[src/rtl/time_display_scanner_if.sv]
// Bundle between the time counters and the 4-digit multiplexed display:
// time word and display controls in, anode/segment/dp pins out.
interface time_display_scanner_if;
    logic [12:0] count;
    logic        en;
    logic [3:0]  blink_mask;
    logic        colon_en;
    logic [3:0]  an;
    logic [6:0]  seg;
    logic        dp;

    modport master (
        output count, en, blink_mask, colon_en,
        input  an, seg, dp
    );

    modport slave (
        input  count, en, blink_mask, colon_en,
        output an, seg, dp
    );
endinterface

[src/rtl/time_display_scanner.sv]
// Scans a packed BCD time word onto a 4-digit common-anode display, one digit
// per refresh slot, with per-frame snapshot, per-digit blink and dash on bad BCD.
module time_display_scanner #(
    parameter int unsigned REFRESH_DIV = 100000,
    parameter int unsigned BLINK_TICKS = 128
) (
    input  logic                   clk,
    input  logic                   rst,
    time_display_scanner_if.slave  bus
);
    localparam int unsigned PW = (REFRESH_DIV > 1) ? $clog2(REFRESH_DIV) : 1;
    localparam int unsigned BW = (BLINK_TICKS > 1) ? $clog2(BLINK_TICKS) : 1;
    localparam logic [PW-1:0] PRESC_LAST = PW'(REFRESH_DIV - 1);
    localparam logic [BW-1:0] BLINK_LAST = BW'(BLINK_TICKS - 1);
    localparam logic [6:0]    SEG_OFF    = 7'b1111111;
    localparam logic [6:0]    SEG_DASH   = 7'b0111111;

    // Active-low gfedcba code for one digit; anything above its limit shows a dash.
    function automatic logic [6:0] bcd_to_seg(input logic [3:0] val, input logic [3:0] lim);
        logic [6:0] code;
        if (val > lim) begin
            code = SEG_DASH;
        end else begin
            case (val)
                4'd0:    code = 7'b1000000;
                4'd1:    code = 7'b1111001;
                4'd2:    code = 7'b0100100;
                4'd3:    code = 7'b0110000;
                4'd4:    code = 7'b0011001;
                4'd5:    code = 7'b0010010;
                4'd6:    code = 7'b0000010;
                4'd7:    code = 7'b1111000;
                4'd8:    code = 7'b0000000;
                4'd9:    code = 7'b0010000;
                default: code = SEG_DASH;
            endcase
        end
        return code;
    endfunction

    logic [PW-1:0] presc_q, presc_d;
    logic [1:0]    idx_q, idx_d;
    logic [BW-1:0] blink_cnt_q, blink_cnt_d;
    logic          phase_q, phase_d;
    logic [12:0]   snap_q, snap_d;
    logic [3:0]    an_q, an_d;
    logic [6:0]    seg_q, seg_d;
    logic          dp_q, dp_d;

    logic          tick_s;
    logic [12:0]   word_s;
    logic [3:0]    digit_s;
    logic [3:0]    limit_s;
    logic          blank_s;

    // Prescaler, slot pointer, blink phase and frame snapshot next-state.
    always_comb begin
        tick_s      = (presc_q == PRESC_LAST);
        presc_d     = presc_q + PW'(1);
        idx_d       = idx_q;
        blink_cnt_d = blink_cnt_q;
        phase_d     = phase_q;
        snap_d      = snap_q;
        if (tick_s) begin
            presc_d = '0;
            idx_d   = idx_q + 2'd1;
            if (blink_cnt_q == BLINK_LAST) begin
                blink_cnt_d = '0;
                phase_d     = ~phase_q;
            end else begin
                blink_cnt_d = blink_cnt_q + BW'(1);
            end
            // idx_q names the slot being loaded on this tick; slot 0 opens a frame.
            if (idx_q == 2'd0) begin
                snap_d = bus.count;
            end else begin
                snap_d = snap_q;
            end
        end else begin
            idx_d = idx_q;
        end
    end

    // Digit selection for the slot being loaded: slot 0 reads the live word
    // so the whole frame agrees with the value captured on that same edge.
    always_comb begin
        word_s  = (idx_q == 2'd0) ? bus.count : snap_q;
        digit_s = 4'd0;
        limit_s = 4'd0;
        case (idx_q)
            2'd0: begin
                digit_s = word_s[3:0];
                limit_s = 4'd9;
            end
            2'd1: begin
                digit_s = {1'b0, word_s[6:4]};
                limit_s = 4'd5;
            end
            2'd2: begin
                digit_s = word_s[10:7];
                limit_s = 4'd9;
            end
            default: begin
                digit_s = {2'b00, word_s[12:11]};
                limit_s = 4'd2;
            end
        endcase
        blank_s = phase_q & bus.blink_mask[idx_q];
    end

    // Pin image: blanked while disabled, reloaded once per slot, held otherwise.
    always_comb begin
        an_d  = an_q;
        seg_d = seg_q;
        dp_d  = dp_q;
        if (!bus.en) begin
            an_d  = 4'b1111;
            seg_d = SEG_OFF;
            dp_d  = 1'b1;
        end else if (tick_s) begin
            if (blank_s) begin
                an_d  = 4'b1111;
                seg_d = SEG_OFF;
                dp_d  = 1'b1;
            end else begin
                an_d  = ~(4'b0001 << idx_q);
                seg_d = bcd_to_seg(digit_s, limit_s);
                dp_d  = ~((idx_q == 2'd2) & bus.colon_en);
            end
        end else begin
            an_d  = an_q;
            seg_d = seg_q;
            dp_d  = dp_q;
        end
    end

    // State and output registers.
    always_ff @(posedge clk or negedge rst) begin
        if (!rst) begin
            presc_q     <= '0;
            idx_q       <= 2'd0;
            blink_cnt_q <= '0;
            phase_q     <= 1'b0;
            snap_q      <= 13'd0;
            an_q        <= 4'b1111;
            seg_q       <= SEG_OFF;
            dp_q        <= 1'b1;
        end else begin
            presc_q     <= presc_d;
            idx_q       <= idx_d;
            blink_cnt_q <= blink_cnt_d;
            phase_q     <= phase_d;
            snap_q      <= snap_d;
            an_q        <= an_d;
            seg_q       <= seg_d;
            dp_q        <= dp_d;
        end
    end

    assign bus.an  = an_q;
    assign bus.seg = seg_q;
    assign bus.dp  = dp_q;
endmodule

[src/flat_wrapper.sv]
// flat-port wrapper written by rule: the top's interface ports become plain ports
module time_display_scanner_flat 
#(
    parameter int unsigned REFRESH_DIV = 100000,
    parameter int unsigned BLINK_TICKS = 128
)
  (clk, rst, bus_count, bus_en, bus_blink_mask, bus_colon_en, bus_an, bus_seg, bus_dp);
  time_display_scanner_if bus_i ();
  input  logic clk;
  input  logic rst;
  input wire logic [$bits(bus_i.count)-1:0] bus_count;
  input wire logic [$bits(bus_i.en)-1:0] bus_en;
  input wire logic [$bits(bus_i.blink_mask)-1:0] bus_blink_mask;
  input wire logic [$bits(bus_i.colon_en)-1:0] bus_colon_en;
  output wire logic [$bits(bus_i.an)-1:0] bus_an;
  output wire logic [$bits(bus_i.seg)-1:0] bus_seg;
  output wire logic [$bits(bus_i.dp)-1:0] bus_dp;
  assign bus_i.count = bus_count;
  assign bus_i.en = bus_en;
  assign bus_i.blink_mask = bus_blink_mask;
  assign bus_i.colon_en = bus_colon_en;
  assign bus_an = bus_i.an;
  assign bus_seg = bus_i.seg;
  assign bus_dp = bus_i.dp;
  time_display_scanner #(.REFRESH_DIV(REFRESH_DIV), .BLINK_TICKS(BLINK_TICKS)) u_core (.clk(clk), .rst(rst), .bus(bus_i));
endmodule
[config.mk]
export PLATFORM = sky130hd
export DESIGN_NAME = time_display_scanner_flat
export DESIGN_NICKNAME = d
export VERILOG_FILES = /design/src/rtl/time_display_scanner_if.sv /design/src/rtl/time_display_scanner.sv /design/src/flat_wrapper.sv
export SDC_FILE = /design/constraint.sdc
export NUM_CORES = 1
export LEC_CHECK = 0
export ABC_AREA = 1
export ABC_CLOCK_PERIOD_IN_PS = 3500
export BUFFER_PORTS_ARGS = -buffer_cell sky130_fd_sc_hd__buf_2
export CORE_ASPECT_RATIO = 0.9
export CORE_MARGIN = 1.5
export CORE_UTILIZATION = 42
export CTS_BUF_LIST = sky130_fd_sc_hd__clkbuf_4
export CTS_CLUSTER_DIAMETER = 50
export DETAILED_ROUTE_END_ITERATION = 8
export GPL_TIMING_DRIVEN = 0
export SETUP_SLACK_MARGIN = 0.1
export SYNTH_ARGS = -nofsm -noshare
export SYNTH_HDL_FRONTEND = slang
export SYNTH_SLANG_ARGS = --single-unit
export TNS_END_PERCENT = 50
[constraint.sdc]
create_clock -name clk -period 3.5 [get_ports clk]
set_input_delay 0.35 -clock clk [delete_from_list [all_inputs] [get_ports clk]]
set_output_delay 0.35 -clock clk [all_outputs]
set_load 0.02 [all_outputs]
After elaboration in Yosys (flattened, before gate mapping) --
Memory sizes are Yosys's and may differ from the RTL's. Cells that the tools add are included.
Operators by class: add/subtract/negate cells 3, magnitude comparators 2, eq/ne operators 5, shift-type cells 1, mux-type cells 17, bitwise logic cells 5, reductions and logical operators 3
Operators with widths (number):
- $mux W7 | 5
- $add A17 B1 Y17 const B | 1
- $eq A17 B17 Y1 const B | 1
- $mux W17 | 1
- $mux W13 | 1
- $mux W4 | 3
- $pmux W4 S3 | 1
- $pmux W4 S2 | 1
- $add A7 B1 Y7 const B | 1
- $eq A7 B7 Y1 const B | 1
- $gt A4 B4 Y1 | 1
- $mux W1 | 4
- $not A4 Y4 | 1
- $shl A1 B2 Y4 const A | 1
- $lt A2 B3 Y1 const B | 1
- $add A2 B1 Y2 const B | 1
- $and A1 B1 Y1 | 2
- $bmux W1 S2 | 1
- $eq A2 B1 Y1 const B | 1
- $eq A2 B2 Y1 const B | 1
- $logic_not A2 Y1 | 1
- $ne A2 B1 Y1 const B | 1
- $not A1 Y1 | 2
- $reduce_and A2 Y1 | 1
- $reduce_or A2 Y1 | 1
Storage, ports and cells: bits in registers 52, memory bits (read-only) 112, bits of input ports 21, output and inout port bits 12, word-level logic and storage cells 45, memories 1
Memory list:
- (name not given) | depth 16, bits a word 7, rd ports 1, clocked after memory_dff 0, wr ports 0, line time_display_scanner.sv:24 | case (val)

Longest topological paths before layout --
Gate-level depths: netlist of the first run.
depth after elaboration 8, gate-level depth with buffers 21, gate-level depth less buffers 19

Least setup slack after synthesis of the first run --
Ideal clock, no wire load.
path kind register to register, from register u_core.idx_q[0], to register u_core.seg_q[0], in the netlist u_core.bus.seg[0], library setup time 0.082 ns, data arrival time 2.489 ns, data required time 3.418 ns, slack 0.929 ns, stages on the path, launching flop included 18, clock period less this slack 2.571 ns, cell sequence dfrtp_1 inv_1 ha_1 buf_4 or2_2 o21ai_0 nand2_1 nand2_1 inv_1 ha_1 inv_1 nor2_1 o21bai_1 nand2_1 o21ai_0 nand2_2 nor2_4 a21oi_1
Between the ends: cells in the longest elaborated chain, start to end 8
RTL lines:
- start, declared | line time_display_scanner.sv:42 | logic [1:0] idx_q, idx_d;
- start signal, assigned | line time_display_scanner.sv:150 | idx_q <= idx_d;
- $logic_not A2 Y1 / $eq A2 B2 Y1 (equally long branches) | line time_display_scanner.sv:87, time_display_scanner.sv:90
- $mux W13 / $reduce_or A2 Y1 (equally long branches)
- $pmux W4 S3 / $pmux W4 S2 (equally long branches) | line time_display_scanner.sv:90 | case (idx_q)
- $mem_v2 Z16 W7 / $gt A4 B4 Y1 (equally long branches)
- $mux W7 | line time_display_scanner.sv:21 | if (val > lim) begin
- $mux W7 * | line time_display_scanner.sv:121 | if (blank_s) begin
- $mux W7 * | line time_display_scanner.sv:120 | end else if (tick_s) begin
- $mux W7 * | line time_display_scanner.sv:116 | if (!bus.en) begin
- end signal, assigned | line time_display_scanner.sv:155 | seg_q <= seg_d;
- end, declared | line time_display_scanner.sv:47 | logic [6:0] seg_q, seg_d;
Mark *: on every way between the ends. The rest lies on a longest branch, timed or not. The select of a mux whose other input is x is not followed. A chain may end at the register's enable or synchronous reset.

Worst setup path in the final report of the first run --
from register u_core.idx_q[0], to register u_core.seg_q[5], in the netlist u_core.bus.seg[5]
The elaborated chain is that of the path after synthesis.

==> impl_metrics.csv, run 1 <==
group,metric,value,unit
die,start_util,0.433,
finish,stdcell_count,500,
clock_network,insertion_delay,360,ps
sta,skew,7.99,ps
job,cap_viol_max_count,0,
hold_path,worstHoldPathType,"in -> reg",
hold_path,min_delay_path_depth,2,
sta,final.setup.tns,0,ps
yosys,yosysSeqAreaShare,0.427,
routing,drt_wl_total,6310,microns
critical_path,crit-reg2reg-launch,"u_core.idx_q[0]",
routing,vias_per_cell,4.82,
yosys,postSynthNetCount,407,
placed_design,portBuffers,32,
hold_path,hold_end,"u_core.bus.dp",
hold_path,hp-start,"bus_colon_en",
clock_network,clockBufferDepth,2,
sta,hold_ws,138,ps
sta,setup_viol,0,
power_and_ir_drop,peakVddDrop,146,uV
yosys,synth_ff_type,"dfrtp_1",
yosys,synth_cell_type_count,28,
grt,grt_usage,0.182,
die,io_pins,33,
sta,rsz0062_at_grt,"false",
critical_path,startpoint,"u_core.idx_q[0]",
yosys,synthArstFlopShare,1.00,
critical_path,cp_max_fo,10,
grt,antenna_found_initial,0,
sta,post-route-min-period,3060,ps
yosys,synth_most_common_cell,"nand2_1",
yosys,yosys_warnings,0,
placed_design,hpwl,4700,microns
critical_path,r2r_end,"u_core.bus.seg[5]",
power_and_ir_drop,total_power,0.951,mW
critical_path,reg2regPathDepth,18,
sta,final-max-slew-violation-count,0,
yosys,synth.area.top_cells,"dfrtp_1 (32%), dfstp_2 (11%), nand2_1 (11%), inv_1 (7.1%), ha_1 (7.0%)",
routing,first_pass_iters,4,
die,die_h,81.2,microns
critical_path,worstSetupEndpointType,"flop",
yosys,ys_top_cells_by_count,"nand2_1 (84), inv_1 (54), nand3_1 (38), nor2_1 (38), dfrtp_1 (36)",
clock_network,cts_tree,"done",
yosys,synth_top_area_share,0.316,
finish,syn2layout_area_growth,12.2,%
clock_network,cts.htree.levels,2,
placed_design,dp.cells,492,
grt,grt_pass1_wl,10700,microns
critical_path,arrival,3360,ps
routing,drc,0,
routing,num_vias,2410,
clock_network,post_cts_buffers,0,
yosys,synth_area,0.00285,sq mm
yosys,yosysTopAreaCell,"dfrtp_1",
sta,layout_worst_path_cycle_share,0.875,
routing,first_iter_violations,154,
clock_network,cts_sinks,48,
yosys,yosys_register_bits,48,
sta,hold_viol,0,
yosys,synth_edf_count,0,
sta,max_freq,326,MHz
clock_network,cts_buffers,5,
power_and_ir_drop,p_per_area,297,mW/mm^2
critical_path,crit_type,"reg -> reg",
run_status,outcome,"finished, final reports clean",
grt,grt_pass1_vias,2168,
die,dieArea,0.00729,sq mm
clock_network,ctsHoldBuffers,0,
finish,layout-drive-gt1-share,0.176,
placed_design,gp_congestion,0.903,
routing,wl_per_cell,12.6,microns
yosys,syn_area_per_cell,7.71,sq um
finish,insertedDiodeCount,0,
die,row_count,28,
sta,worst_pin_slew,1070,ps
sta,max-slew-margin-rel,0.286,
critical_path,startpoint_type,"flop",
clock_network,cts-root-buf,"clkbuf_4",
die,die_w,89.9,microns
critical_path,reg2reg_slack,440,ps
routing,ant_nets,0,
grt,grt_max_degree,49,
sta,setup_slack,437,ps
placed_design,place_ws,438,ps
grt,grt.overflow.total,0,
clock_network,path_clk_slew,150,ps
power_and_ir_drop,cellLeakagePower,1.57,nW
finish,final_nets,446,
die,core,0.00659,sq mm
yosys,syn_inst,370,
critical_path,critPathRequiredTime,3800,ps
## logic make-up (layout without fill, tap and decap cells)
kind of cell | Yosys count | in the layout | share of synthesized area
AND/OR/NAND/NOR | 190 | 190 | 0.304
buffers and inverters | 65 | 105 | 0.0913
flip-flops | 48 | 48 | 0.427
AO/OA/AOI/OAI | 39 | 39 | 0.0715
adder cells (fa/ha/maj) | 16 | 16 | 0.0702
XOR/XNOR | 12 | 12 | 0.0369
## critical path, stage by stage (launching register included)
cell and delay [ps]:
dfrtp_2 480, inv_1 180, ha_1 190, buf_4 160, inv_1 70, buf_2 160
o21ai_0 200, nand2_1 70, nand2_1 220, inv_1 140, ha_1 310, inv_1 60
nor2_1 30, o21bai_1 110, nand2_1 60, o21ai_0 180, nand2_2 120, nor2_4 170
a21oi_1 100
## sequential cells by signal (all words and copies together) (netlist names)
| name | cells |
|---|---|
| u_core.presc_q | 17 |
| u_core.snap_q | 9 |
| u_core.blink_cnt_q | 7 |
| u_core.bus.seg | 7 |
| u_core.bus.an | 4 |
| u_core.idx_q | 2 |
| u_core.bus.dp | 1 |
| u_core.phase_q | 1 |
## power by group
group          internal [mW]         switching (mW)  leakage, nW
clock                  0.146                  0.189       0.0403
sequential             0.556  0.0000000000000000614        0.566
combinational         0.0214                 0.0393        0.966
total                  0.723                  0.228         1.57
## routing by layer
| metal | GRT usage | share of wire |
|---|---|---|
| met5 | 0 | 0 |
| met4 | 0.0286 | 0 |
| met3 | 0.0300 | 0.050 |
| met2 | 0.273 | 0.42 |
| met1 | 0.279 | 0.53 |
## through the flow
stage                util  instance area (sq um)
floorplan               -                   2850
global placement    0.474                   3120
detailed placement  0.474                   3120
CTS                 0.486                   3200
global route        0.486                   3200
finish              0.486                   3200
## area by class of cell
cell class	count	area (sq um)
Sequential cell	48	1220
Clock inverter	3	37.5
Clock buffer	5	37.5
Timing Repair Buffer	32	160
Multi-Input combinational cell	257	1380
Inverter	58	218
Tap cell	90	113
Fill cell	674	3390
Buffer	7	42.5
## how the worst max path moves through the flow
stage	end	cells past startpoint	slack, ps
final	u_core.bus.seg[5]	18	440
after global routing	u_core.bus.seg[4]	20	120
after CTS	u_core.bus.seg[5]	19	400
after detailed placement	u_core.bus.seg[5]	19	440
after global placement	u_core.bus.seg[5]	19	470
after floorplan	u_core.bus.seg[0]	17	930
## what timing repair did
action / CTS / global route
endpoints found under the hold margin: 0 / 0
endpoints found under the setup margin: 0 / 4
gates resized for setup: 0 / 1
## layout by cell type, fill, tap and decap left out, types with 4 or more instances in the layout
cell type / netlist / layout
nand2_1: 84 / 84
inv_1: 54 / 54
nand3_1: 38 / 38
nor2_1: 38 / 38
buf_2: 4 / 36
dfrtp_1: 36 / 35
o21ai_0: 19 / 19
a21oi_1: 16 / 16
ha_1: 16 / 16
dfstp_2: 12 / 12
xor2_1: 11 / 11
nand4_1: 7 / 7
nor3_1: 5 / 5
clkbuf_4: 0 / 5
clkinv_1: 2 / 4
nand3b_1: 4 / 4
No activity file was read; power rests on OpenSTA's default activity.
==> run 2, diff against run 1 <==
--- a/config.mk
+++ b/config.mk
@@ -9,13 +9,13 @@
 export ABC_CLOCK_PERIOD_IN_PS = 3500
 export BUFFER_PORTS_ARGS = -buffer_cell sky130_fd_sc_hd__buf_2
 export CORE_ASPECT_RATIO = 0.9
-export CORE_MARGIN = 1.5
 export CORE_UTILIZATION = 42
 export CTS_BUF_LIST = sky130_fd_sc_hd__clkbuf_4
 export CTS_CLUSTER_DIAMETER = 50
 export DETAILED_ROUTE_END_ITERATION = 8
 export GPL_TIMING_DRIVEN = 0
 export SETUP_SLACK_MARGIN = 0.1
+export SKIP_CTS_REPAIR_TIMING = 1
 export SYNTH_ARGS = -nofsm -noshare
 export SYNTH_HDL_FRONTEND = slang
 export SYNTH_SLANG_ARGS = --single-unit
==> run 2 against run 1 <==
Register-to-register slack improved by 40 ps. Via count increased by 1.7%. Sequential power about the same. Worst hold slack got worse by 22 ps. Maximum frequency increased by 1.5%. Count of clock-buffer cells in the layout unchanged. Die area decreased by 2.3%. Highest routed layer is now met4. Utilization decreased by 0.084 points. Critical path depth increased by 1. Setup slack improved by 44 ps. Sequential share of layout area increased by 0.23 points. Final cell count unchanged.
==> impl_metrics.csv, run 2 (synthesis results as in run 1) <==
group,metric,value,unit
run_status,outcome,"finished, final reports clean",
grt,grt_max_degree,49,
sta,post-route-min-period,3020,ps
finish,final_common_cell,"nand2_1",
power_and_ir_drop,cellLeakagePower,1.57,nW
critical_path,cp_max_fo,10,
finish,multiInputGateArea,0.00138,sq mm
finish,nFillCells,650,
critical_path,startpoint_type,"flop",
sta,worst_pin_slew,1070,ps
routing,ant_nets,0,
clock_network,clockBufferDepth,2,
clock_network,cts_buffers,5,
finish,largest_register_ffs,17,
critical_path,crit_type,"reg -> reg",
grt,grt.overflow.total,0,
finish,layout-drive-gt1-share,0.178,
routing,drt_wl_total,6240,microns
critical_path,arrival,3320,ps
sta,hold_ws,116,ps
critical_path,crit_buf_inv,7,
clock_network,cts_tree,"done",
finish,regMostFlops,"u_core.presc_q",
sta,skew,14.0,ps
placed_design,dp.cells,492,
finish,fin_area,0.00318,sq mm
clock_network,cts-root-buf,"clkbuf_4",
power_and_ir_drop,peakVddDrop,167,uV
die,dieArea,0.00712,sq mm
critical_path,cpPeakStageDelay,480,ps
routing,first_iter_violations,140,
clock_network,insertion_delay,370,ps
clock_network,cts.htree.levels,2,
die,io_pins,33,
finish,final_cell_mix,"nand2_1 (83), inv_1 (54), nand3_1 (38), nor2_1 (38)",
sta,rsz0062_at_grt,"false",
die,die_h,80.2,microns
sta,hold_viol,0,
grt,grt_usage,0.193,
finish,final_nets,446,
power_and_ir_drop,p_per_area,274,mW/mm^2
finish,insertedDiodeCount,0,
grt,antenna_found_initial,0,
job,cap_viol_max_count,0,
sta,setup_viol,0,
sta,final.setup.tns,0,ps
finish,largestRegisters,"u_core.presc_q x17, u_core.snap_q x9",
power_and_ir_drop,total_power,0.871,mW
critical_path,critPathMostFrequentCell,"inv_1",
die,row_count,28,
sta,layout_worst_path_cycle_share,0.863,
routing,wl_per_cell,12.5,microns
die,start_util,0.435,
die,core,0.00655,sq mm
grt,grt_pass1_vias,2239,
sta,setup_slack,481,ps
placed_design,place_ws,391,ps
placed_design,portBuffers,32,
critical_path,cp_top_family,"buffers and inverters",
finish,seqCellArea,0.00122,sq mm
critical_path,worstSetupEndpointType,"flop",
hold_path,worstHoldPathType,"in -> reg",
critical_path,cpMaxStageDelayCell,"dfrtp_1",
sta,final-max-slew-violation-count,0,
sta,max_freq,331,MHz
routing,drc,0,
critical_path,critPathRequiredTime,3800,ps
clock_network,cts_sinks,48,
routing,first_pass_iters,4,
finish,fin_util,0.485,
die,die_w,88.9,microns
routing,num_vias,2452,
critical_path,worstPathCellList,"inv_1, ha_1, buf_4, inv_1, buf_2, o21ai_0, nand2_1, nand2_2, inv_1, ha_1, inv_1, nor2_1, o21bai_1, nand2_1, o21ai_1, nand2_1, inv_1, nand2_1, a21oi_1",
clock_network,path_clk_slew,140,ps
grt,grt_pass1_wl,10500,microns
placed_design,hpwl,4570,microns
placed_design,placed_area,0.00312,sq mm
finish,stdcell_count,500,
sta,max-slew-margin-rel,0.283,
placed_design,gp_congestion,0.881,
routing,vias_per_cell,4.90,
finish,syn2layout_area_growth,11.5,%
[run 2: cell types whose count changed in the layout (fill, tap and decap cells not counted), sizes merged]
| cell | change |
|---|---|
| bufinv | -1 |
| clkinv | +1 |
[run 2: cell type report]
class | count | share of cell area
Buffer | 7 | 0.0134
Clock buffer | 5 | 0.0118
Clock inverter | 3 | 0.00433
Inverter | 58 | 0.0685
Multi-Input combinational cell | 257 | 0.433
Sequential cell | 48 | 0.383
Tap cell | 90 | 0.0354
Timing Repair Buffer | 32 | 0.0504
[run 2: path summary, 6_finish.rpt]
kind | startpoint | endpoint | slack [ps] | cells past startpoint
max in group asynchronous | rst | u_core.presc_q[1] | 2680 | 1
hold reg to reg | u_core.presc_q[0] | u_core.presc_q[0] | 480 | 1
hold / removal | bus_colon_en | u_core.bus.dp | 120 | 2
setup / recovery | u_core.idx_q[0] | u_core.bus.seg[6] | 480 | 19
setup reg to reg | u_core.idx_q[0] | u_core.bus.seg[6] | 480 | 19
min in group asynchronous | rst | u_core.presc_q[8] | 170 | 1
[run 2: power by group]
part	switching (mW)	total (mW)	internal [mW]	leakage, nW
registers	0.0000000000000000619	0.555	0.555	0.568
logic	0.0401	0.0618	0.0217	0.966
clock network	0.180	0.254	0.0742	0.0324
[run 2: metal layers]
layer	global-route usage	vias up	part of all wire
met5	0	-	0
met1	0.288	1130	0.54
met3	0.0380	2	0.043
li1	-	1261	-
met2	0.280	59	0.41
met4	0.0500	0	0.0040
